<file path="config.mk">
export PLATFORM = sky130hd
export DESIGN_NAME = fifo_rd_packer
export DESIGN_NICKNAME = d
export VERILOG_FILES = /design/src/rtl/fifo_rd_packer.sv
export SDC_FILE = /design/constraint.sdc
export NUM_CORES = 1
export LEC_CHECK = 0
export CORE_MARGIN = 1.5
export CORE_UTILIZATION = 49
export CTS_BUF_LIST = sky130_fd_sc_hd__clkbuf_2
export DETAILED_ROUTE_END_ITERATION = 6
export PLACE_DENSITY = 0.78
export SLEW_MARGIN = 0
export SYNTH_ARGS = -nofsm -noshare
export SYNTH_HDL_FRONTEND = slang
export SYNTH_SLANG_ARGS = --single-unit
</file>
<file path="constraint.sdc">
create_clock -name rd_clk -period 1.8 [get_ports rd_clk]
set_input_delay 0.27 -clock rd_clk [delete_from_list [all_inputs] [get_ports rd_clk]]
set_output_delay 0.27 -clock rd_clk [all_outputs]
set_load 0.02 [all_outputs]
</file>
<file path="src/rtl/fifo_rd_packer.sv">
// FIFO read-side packer: drains PACK data_size-bit words into one wide valid/ready word.
// Optional idle auto-flush is compiled in with `define RD_PACKER_TIMEOUT_EN.
module fifo_rd_packer #(
    parameter int data_size = 8,
    parameter int PACK      = 4,
    parameter int TIMEOUT   = 16
) (
    input  logic                        rd_clk,
    input  logic                        rst,
    input  logic                        fifo_empty,
    input  logic [data_size-1:0]        fifo_data,
    output logic                        fifo_rd_en,
    input  logic                        flush,
    output logic [data_size*PACK-1:0]   m_data,
    output logic [PACK-1:0]             m_keep,
    output logic                        m_valid,
    input  logic                        m_ready
);
    localparam int            CW   = $clog2(PACK + 1);
    localparam logic [CW-1:0] FULL = CW'(PACK);
    localparam logic [CW-1:0] LAST = CW'(PACK - 1);

    logic [PACK-1:0][data_size-1:0] r_acc;
    logic [CW-1:0]                  r_acc_cnt;
    logic                           r_inflight;
    logic                           r_flush_pend;

    logic                           w_free;
    logic                           w_full;
    logic                           w_part;
    logic                           w_load;
    logic                           w_flush_req;
    logic [CW:0]                    w_occ;
    logic [PACK-1:0]                w_keep;
    logic [PACK-1:0][data_size-1:0] w_word;

    assign w_free     = !m_valid || m_ready;
    assign w_occ      = {1'b0, r_acc_cnt} + {{CW{1'b0}}, r_inflight};
    assign fifo_rd_en = !rst && !fifo_empty && !r_flush_pend && (w_occ < {1'b0, FULL});

    // A word is complete either on the capture that fills the last lane or while parked at PACK.
    assign w_full = (r_inflight && (r_acc_cnt == LAST)) || (r_acc_cnt == FULL);
    assign w_part = r_flush_pend && !r_inflight && (r_acc_cnt != '0) && !w_full;
    assign w_load = (w_full || w_part) && w_free;

    always_comb begin
        for (int i = 0; i < PACK; i++) begin
            w_keep[i] = w_full || (CW'(i) < r_acc_cnt);
            w_word[i] = '0;
            if (w_keep[i])
                w_word[i] = (r_inflight && (r_acc_cnt == CW'(i))) ? fifo_data : r_acc[i];
        end
    end

`ifdef RD_PACKER_TIMEOUT_EN
    localparam int TW = $clog2(TIMEOUT + 1);

    logic [TW-1:0] r_to_cnt;
    logic          w_to_flush;

    assign w_to_flush  = (r_to_cnt == TW'(TIMEOUT));
    assign w_flush_req = flush || w_to_flush;

    always_ff @(posedge rd_clk) begin
        if (rst || r_inflight || (r_acc_cnt == '0) || w_to_flush)
            r_to_cnt <= '0;
        else if (fifo_empty)
            r_to_cnt <= r_to_cnt + 1'b1;
    end
`else
    assign w_flush_req = flush;
`endif

    always_ff @(posedge rd_clk) begin
        if (rst) begin
            r_acc        <= '0;
            r_acc_cnt    <= '0;
            r_inflight   <= 1'b0;
            r_flush_pend <= 1'b0;
            m_valid      <= 1'b0;
            m_data       <= '0;
            m_keep       <= '0;
        end else begin
            r_inflight <= fifo_rd_en;

            for (int i = 0; i < PACK; i++)
                if (r_inflight && (r_acc_cnt == CW'(i)))
                    r_acc[i] <= fifo_data;

            if (w_load)
                r_acc_cnt <= '0;
            else if (r_inflight)
                r_acc_cnt <= r_acc_cnt + 1'b1;

            // Any load leaves nothing behind, so it also retires a pending flush.
            if (w_load)
                r_flush_pend <= 1'b0;
            else if (w_flush_req && (w_occ != '0))
                r_flush_pend <= 1'b1;

            if (w_load) begin
                m_valid <= 1'b1;
                m_data  <= w_word;
                m_keep  <= w_keep;
            end else if (m_ready) begin
                m_valid <= 1'b0;
            end
        end
    end
endmodule

</file>
Yosys cells after proc, flatten, opt, wreduce, memory -nomap -nowiden
Index checks and enable logic that the tools add are counted.
{"block": "totals", "latchBits": 0, "register_bits": 74, "output_inout_bits": 38, "word_cells": 61, "ram_bits": 0, "memories": 0, "in_bits": 13, "mem_bits_ro": 0}
{"block": "op_classes", "order_cmp": 5, "n_reduce_logical": 30, "add_sub_neg": 2, "shift": 0, "mul": 0, "n_div": 0, "n_eq_ne": 4, "mux": 10, "n_bitwise": 0}
{"cell": "$mux 8", "n": 8}
{"cell": "$logic_and 1x1->1", "n": 12}
{"cell": "$logic_or 1x1->1", "n": 7}
{"cell": "$eq 3x2->1 const B", "n": 2}
{"cell": "$logic_not 1->1", "n": 6}
{"cell": "$lt 1x3->1 const A", "n": 2}
{"cell": "$lt 2x3->1 const A", "n": 2}
{"cell": "$add 3x1->4", "n": 1}
{"cell": "$lt 4x3->1 const B", "n": 1}
{"cell": "$reduce_bool 4->1", "n": 1}
{"cell": "$add 3x1->3 const B", "n": 1}
{"cell": "$eq 3x1->1 const B", "n": 1}
{"cell": "$eq 3x3->1 const B", "n": 1}
{"cell": "$logic_not 3->1", "n": 1}
{"cell": "$reduce_bool 3->1", "n": 1}
{"cell": "$mux 1", "n": 2}
{"cell": "$reduce_bool 2->1", "n": 1}
{"cell": "$reduce_or 2->1", "n": 1}

Logic depth before layout (Yosys ltp)
Gate-level depths: netlist of run 1.
{"block": "logic_depth", "word_depth": 8, "mapped_depth": 8, "ltp_nobuf": 6}

Worst setup path after synthesis of run 1
Ideal clock, no wire load.
{"block": "synth_path", "path_kind": "reg-to-output", "start": "reg r_acc_cnt[0]", "end": "out fifo_rd_en", "n_path_buf": 0, "arrival_ns": 1.675, "required_time_ns": 1.530, "path_stages_with_launch": 6, "path_slack_ns": -0.145, "path_cell_list": "dfxtp_1 ha_1 ha_1 a21boi_0 a21oi_1 nor4_1"}
{"block": "synth_via", "elab_chain_len": 3}
{"element": "start: declaration", "line": "24", "text": "logic [CW-1:0] r_acc_cnt;"}
{"element": "start signal: assignment", "line": "93", "text": "r_acc_cnt <= r_acc_cnt + 1'b1;"}
{"element": "$add 3x1->4", "line": "38", "text": "assign w_occ = {1'b0, r_acc_cnt} + {{CW{1'b0}}, r_inflight};"}
{"element": "$lt 4x3->1", "line": "39", "text": "assign fifo_rd_en = !rst && !fifo_empty && !r_flush_pend && (w_occ < {1'b0, FULL});"}
{"element": "$logic_and 1x1->1", "line": "39"}
{"element": "end: declaration", "line": "12", "text": "output logic fifo_rd_en,"}
Every way passes these cells.

Worst setup path in the final report of run 1
{"block": "layout_path", "start": "reg r_inflight", "end": "out fifo_rd_en"}
{"block": "layout_via", "elab_chain_len": 3}
{"element": "start: declaration", "line": "25", "text": "logic r_inflight;"}
{"element": "start signal: assignment", "line": "84", "text": "r_inflight <= fifo_rd_en;"}
{"element": "$add 3x1->4", "line": "38"}
{"element": "$lt 4x3->1", "line": "39"}
{"element": "$logic_and 1x1->1", "line": "39"}
Every way passes these cells.

==> results of run 1 <==
## worst max-delay path, delay by kind of cell, from the launching register on
kind | cells | cell delay [ns]
fa+ha+maj | 2 | 0.28
compound gates | 2 | 0.22
simple gates | 1 | 0.14
flops | 1 | 0.39
buf+inv | 1 | 0.18
## layout make-up
class	count	area (um2)	share of cell area [%]
clock buffers	11	55.1	1.36
clock inverters	5	103	2.53
inverters	3	13.8	0.339
multi-input cells	198	1430	35.3
flip-flops and latches	74	1490	36.6
well taps	75	93.8	2.31
repair buffers	77	878	21.6
## sequential cells by signal, summed over array words and instances, names as in the netlist
signal and count:
m_data 32, m_keep 4, m_valid 1, r_acc 32, r_acc_cnt 3, r_flush_pend 1, r_inflight 1
## what timing repair did
action                     4_1_cts  5_1_grt
resized for setup               26       27
setup buffers                    5        0
setup endpoints to repair       28       55
pin swaps                        5        0
gates cloned                     3        0
## worst max path at each step
stage / end / slack [ns] / cells past startpoint
floorplan: m_data[2] / 0.01 / 7
global placement: fifo_rd_en / -0.15 / 6
detailed placement: fifo_rd_en / -0.21 / 6
CTS: fifo_rd_en / -0.20 / 6
global route: fifo_rd_en / -0.27 / 6
finish: fifo_rd_en / -0.16 / 6
## layer usage
layer  track usage [%]  routed length (um)
met2              34.8                3320
met1              28.0                2960
met4              13.1                 203
met3              3.52                 227
met5                 0                   0
## kinds of logic (layout without fill, tap and decap cells)
group / count (synthesis) / count (layout) / synth area share, %
compound gates: 44 / 44 / 12.8
simple gates: 122 / 122 / 21.1
buf+inv: 28 / 96 / 4.82
fa+ha+maj: 5 / 5 / 2.12
flops: 74 / 74 / 50.1
xor+xnor: 2 / 2 / 0.592
mux: 25 / 25 / 8.46
## where the power goes
| part | total, mW | internal (mW) | switching, mW |
|---|---|---|---|
| sequential | 1.70 | 1.68 | 0.0193 |
| clock | 1.17 | 0.608 | 0.562 |
| combinational | 0.361 | 0.176 | 0.185 |
| total | 3.23 | 2.46 | 0.766 |
## metrics by stage
| stage | utilization, % | setup WS [ns] |
|---|---|---|
| after floorplan | - | 0.0133 |
| after global placement | 61.5 | -0.153 |
| after detailed placement | 61.5 | -0.208 |
| after CTS | 67.6 | -0.205 |
| after global routing | 69.0 | -0.271 |
| final | 69.0 | -0.165 |
## cells in the final DEF, fill, tap and decap left out, types with 2 or more instances in the layout
cell,instances
bufbuf_16,2
a311oi_2,9
buf_4,17
buf_6,4
o31ai_2,5
o21ai_1,2
nor2_1,35
mux2i_1,25
o31ai_1,12
dlymetal6s2s_1,19
clkdlybuf4s50_1,29
nand2_1,35
buf_12,4
ha_4,3
ha_1,2
a21oi_1,10
dfxtp_1,71
dfxtp_2,3
nand3_1,8
nand3b_1,29
clkbuf_2,11
nor3_1,5
bufinv_16,3
==> flow_summary.yaml, run 1 <==
route:
  routedWlPerCell_um: 15.2
  routed-via-count: 2352
  firstDrtPassIters: 4
  postRouteWirelength_mm: 6.72
  via_per_inst: 5.31
  drt_iter0_drc: 138
  antenna_left: 0
  drc_errors: 0
yosys:
  synth_warnings: 0
  synth_common_cells: "74 x dfxtp_1, 36 x nor2_1, 35 x nand2_1"
  synth_seq_cells: 74
  synth.avg_cell_area_um2: 9.86
  netlist_instances: 300
  synthFlopType: "dfxtp_1"
  yosysTopAreaCell: "dfxtp_1"
  synth.top_cell.area_share_pct: 50.1
  ys_types: 34
  synth-edff-count: 0
  synthArstFlopShare_pct: 0
  syn_area_mm2: 0.00296
  synth.most_common_cell: "dfxtp_1"
  synth_nets: 318
  synth_area_leaders: "dfxtp_1 50%, mux2i_1 8.5%, nand3b_1 7.4%"
  ys_seq_area_share_pct: 50.1
clock_network:
  hold_buffers: 0
  clock_path_buffers: 2
  clk_latency_ns: 0.50
  cts-buffers-inserted: 9
  clk_pin_slew_ns: 0.20
  root_buffer: "clkbuf_2"
  cts_tree: "yes"
  htreeDepth: 3
  cts.sink_count: 74
layout:
  drive_gt1_share_pct: 20.9
  fin_area_mm2: 0.00406
  fillCellCount: 452
  final_nets: 381
  area.growth.synth_to_final_pct: 37.3
  num_antenna_cells: 0
  instances_no_fill: 443
timing:
  slew_violations: 0
  whs_ns: 0.260
  min_period_ns: 1.96
  fin_tns_setup_ns: -1.13
  fin_ws_ns: -0.165
  grt_setup_unrepaired: "true"
  setup_viol: 17
  skew_ns: 0.0276
  max_freq_ghz: 0.509
  slew_headroom_pct: 75.9
  worst_pin_slew_ns: 0.359
  hold_viol: 0
  fin_crit_sh_pct: 109
status:
  violations: "setup timing"
  status: "finished, violations left"
die:
  start_util_pct: 50.3
  dieArea_mm2: 0.00651
  fp.dieW_um: 80.7
  rows: 28
  num_io_pins: 51
  die_h_um: 80.7
  core_mm2: 0.00589
placement:
  place.gp.congestion: 0.732
  postPlaceCellArea_mm2: 0.00362
  dp.cells: 419
  portBuffers: 50
  dp.final_hpwl_mm: 4.02
power:
  power_density_mw_per_mm2: 795
  power_mw: 3.23
  irDropWorstVdd_mv: 0.494
  p_leak_nw: 1.91
setup_path:
  cp_max_fo: 2
  cp-start-kind: "flop"
  regToRegSetupSlack_ns: -0.12
  worstPathArrival_ns: 1.69
  worstSetupPathType: "flop to output port"
  r2r-start: "r_acc_cnt[0]"
  startpoint: "r_inflight"
  crit_path_cell_trace: "ha_4 -> ha_4 -> a21boi_2 -> a21oi_2 -> nor4_2 -> buf_4"
  worstReg2RegEnd: "m_data[8]"
  crit_required_ns: 1.53
  max_stage_delay_ns: 0.39
  worstRegToRegCells: 10
  critPathSlowestCell: "dfxtp_2"
  endpoint_kind: "output port"
  path_common_cell: "ha_4"
hold_path:
  whs_path_depth: 3
  min_path_type: "primary input to flop"
  whs_endpoint: "r_acc[21]"
  min_from: "rst"
global_routing:
  grt_start_max_net_pins: 78
  antenna_found_initial: 0
  grt_first_pass_wirelength_mm: 10.7
  grt_overflow_total: 0
  grt_usage_pct: 22.0
  grt_pass1_vias: 2173
flow_run:
  max_cap_violations: 0
Power figures use the tool's default switching activity.
==> run 2: changes to the inputs <==
--- a/config.mk
+++ b/config.mk
@@ -6,11 +6,11 @@
 export NUM_CORES = 1
 export LEC_CHECK = 0
 export CORE_MARGIN = 1.5
-export CORE_UTILIZATION = 49
+export CORE_UTILIZATION = 54
 export CTS_BUF_LIST = sky130_fd_sc_hd__clkbuf_2
 export DETAILED_ROUTE_END_ITERATION = 6
-export PLACE_DENSITY = 0.78
-export SLEW_MARGIN = 0
+export PLACE_DENSITY = 0.81
+export SLEW_MARGIN = 20
 export SYNTH_ARGS = -nofsm -noshare
 export SYNTH_HDL_FRONTEND = slang
 export SYNTH_SLANG_ARGS = --single-unit
==> constraint.sdc (replaced) <==
create_clock -name rd_clk -period 1.85 [get_ports rd_clk]
set_input_delay 0.2775 -clock rd_clk [delete_from_list [all_inputs] [get_ports rd_clk]]
set_output_delay 0.2775 -clock rd_clk [all_outputs]
set_load 0.02 [all_outputs]
==> flow_summary.yaml, run 2 (synthesis gave the netlist of run 1 again) <==
layout:
  area.growth.synth_to_final_pct: 38.7
  final_nets: 393
  utilization_pct: 78.8
  final_cell_mix: "71 x dfxtp_1, 48 x clkdlybuf4s50_1, 36 x nor2_1"
  fin_area_mm2: 0.00410
  instances_no_fill: 450
  top_regs: "m_data (32), r_acc (32), m_keep (4)"
  drive_gt1_share_pct: 23.7
  final_common_cell: "dfxtp_1"
  num_antenna_cells: 0
route:
  wl_met3_um: 420
  routedWlPerCell_um: 18.3
  wl_met1_mm: 3.44
  antenna_left: 0
  wl_met2_mm: 4.08
  top_layer: "met4"
  firstDrtPassIters: 5
  drc_errors: 0
  drt_iter0_drc: 226
  routed-via-count: 2590
  postRouteWirelength_mm: 8.25
  via_per_inst: 5.76
timing:
  grt_setup_unrepaired: "true"
  whs_ns: 0.279
  skew_ns: 0.0286
  slew_headroom_pct: 43.2
  max_freq_ghz: 0.476
  hold_viol: 0
  fin_crit_sh_pct: 113
  setup_viol: 41
  min_period_ns: 2.10
  worst_pin_slew_ns: 0.850
  fin_tns_setup_ns: -6.38
  slew_violations: 0
  fin_ws_ns: -0.249
placement:
  dp.cells: 412
  postPlaceCellArea_mm2: 0.00359
  preCtsSetupSlack_ns: -0.173
  portBuffers: 50
  place.gp.congestion: 0.757
  dp.final_hpwl_mm: 3.99
global_routing:
  grt_pass1_vias: 2391
  antenna_found_initial: 0
  grt_overflow_total: 0
  grt_start_max_net_pins: 78
  grt_usage_pct: 24.7
  grt_first_pass_wirelength_mm: 11.6
setup_path:
  worstReg2RegEnd: "m_keep[3]"
  crit_required_ns: 2.28
  r2r-start: "r_acc_cnt[0]"
  endpoint_kind: "flop"
  cp-endpoint: "m_keep[3]"
  cp-start-kind: "flop"
  regToRegSetupSlack_ns: -0.25
  worstSetupPathType: "flop to flop"
  worstPathArrival_ns: 2.53
  startpoint: "r_acc_cnt[0]"
  cp_max_fo: 7
  worstRegToRegCells: 11
clock_network:
  htreeDepth: 3
  clock_path_buffers: 2
  root_buffer: "clkbuf_2"
  cts-buffers-inserted: 9
  cts.sink_count: 74
  clk_latency_ns: 0.51
  clk_pin_slew_ns: 0.23
  cts_tree: "yes"
die:
  dieArea_mm2: 0.00593
  rows: 26
  num_io_pins: 51
  fp.dieW_um: 77.0
  die_h_um: 77.0
  start_util_pct: 56.8
  core_mm2: 0.00520
flow_run:
  max_cap_violations: 0
hold_path:
  min_path_type: "primary input to flop"
power:
  power_mw: 2.95
  power_density_mw_per_mm2: 718
  p_leak_nw: 1.59
  irDropWorstVdd_mv: 0.677
status:
  status: "finished, violations left"
  violations: "setup timing"
==> run 2: changes by cell type in the layout (fill, tap and decap cells not counted), moves of 2 or more <==
cell,before,now
bufinv_16,3,1
dlymetal6s2s_1,19,0
nand3_2,0,6
o31ai_2,5,2
buf_4,17,26
clkdlybuf4s50_1,29,48
nand3_1,8,2
o31ai_1,12,14
clkinv_1,0,2
buf_8,0,3
==> run 2: layout make-up <==
cell class              instances  area (um2)
repair buffers                 89         943
multi-input cells             198        1460
well taps                      70        87.6
fillers                       333        1100
inverters                       3        13.8
clock inverters                 6        57.6
flip-flops and latches         74        1490
clock buffers                  10        50.0
==> run 2: worst min-delay path by stage <==
| stage | from | end | slack (ns) | depth (start not counted) |
|---|---|---|---|---|
| 2_1_floorplan | fifo_empty | r_inflight | 0.36 | 1 |
| 3_3_place_gp | r_acc[10] | m_data[10] | 0.44 | 2 |
| 3_5_place_dp | r_acc[10] | m_data[10] | 0.44 | 2 |
| 4_1_cts | rst | r_acc[2] | 0.26 | 3 |
| 5_1_grt | rst | r_acc[13] | 0.29 | 3 |
| 6_report | rst | r_acc[23] | 0.28 | 3 |
==> run 2: worst max-delay path, stage by stage (launching register included) <==
cell	delay (ns)
dfxtp_4	0.41
buf_4	0.12
buf_8	0.11
inv_4	0.04
ha_4	0.17
nor3b_4	0.22
buf_4	0.14
o31a_1	0.33
buf_4	0.19
buf_8	0.13
nor2_1	0.06
nor3_1	0.13
==> run 2: repair_timing <==
item                                    4_1_cts  5_1_grt
pin swaps                                     3       20
setup buffers                                 7       11
cloned                                        3        2
hold buffers                                  0        0
resized for setup                            26       22
endpoints found under the setup margin       26       37
==> run 2: report_power, final <==
group	switching, mW	internal, mW
clock network	0.575	0.306
registers	0.0218	1.63
logic	0.209	0.202
total	0.806	2.14
==> run 2: routing by layer <==
metal  GRT usage (%)  vias up
li1                -     1203
met1            32.3     1248
met2            40.2      109
met3            3.81       30
met4            11.1        0
met5               0        -
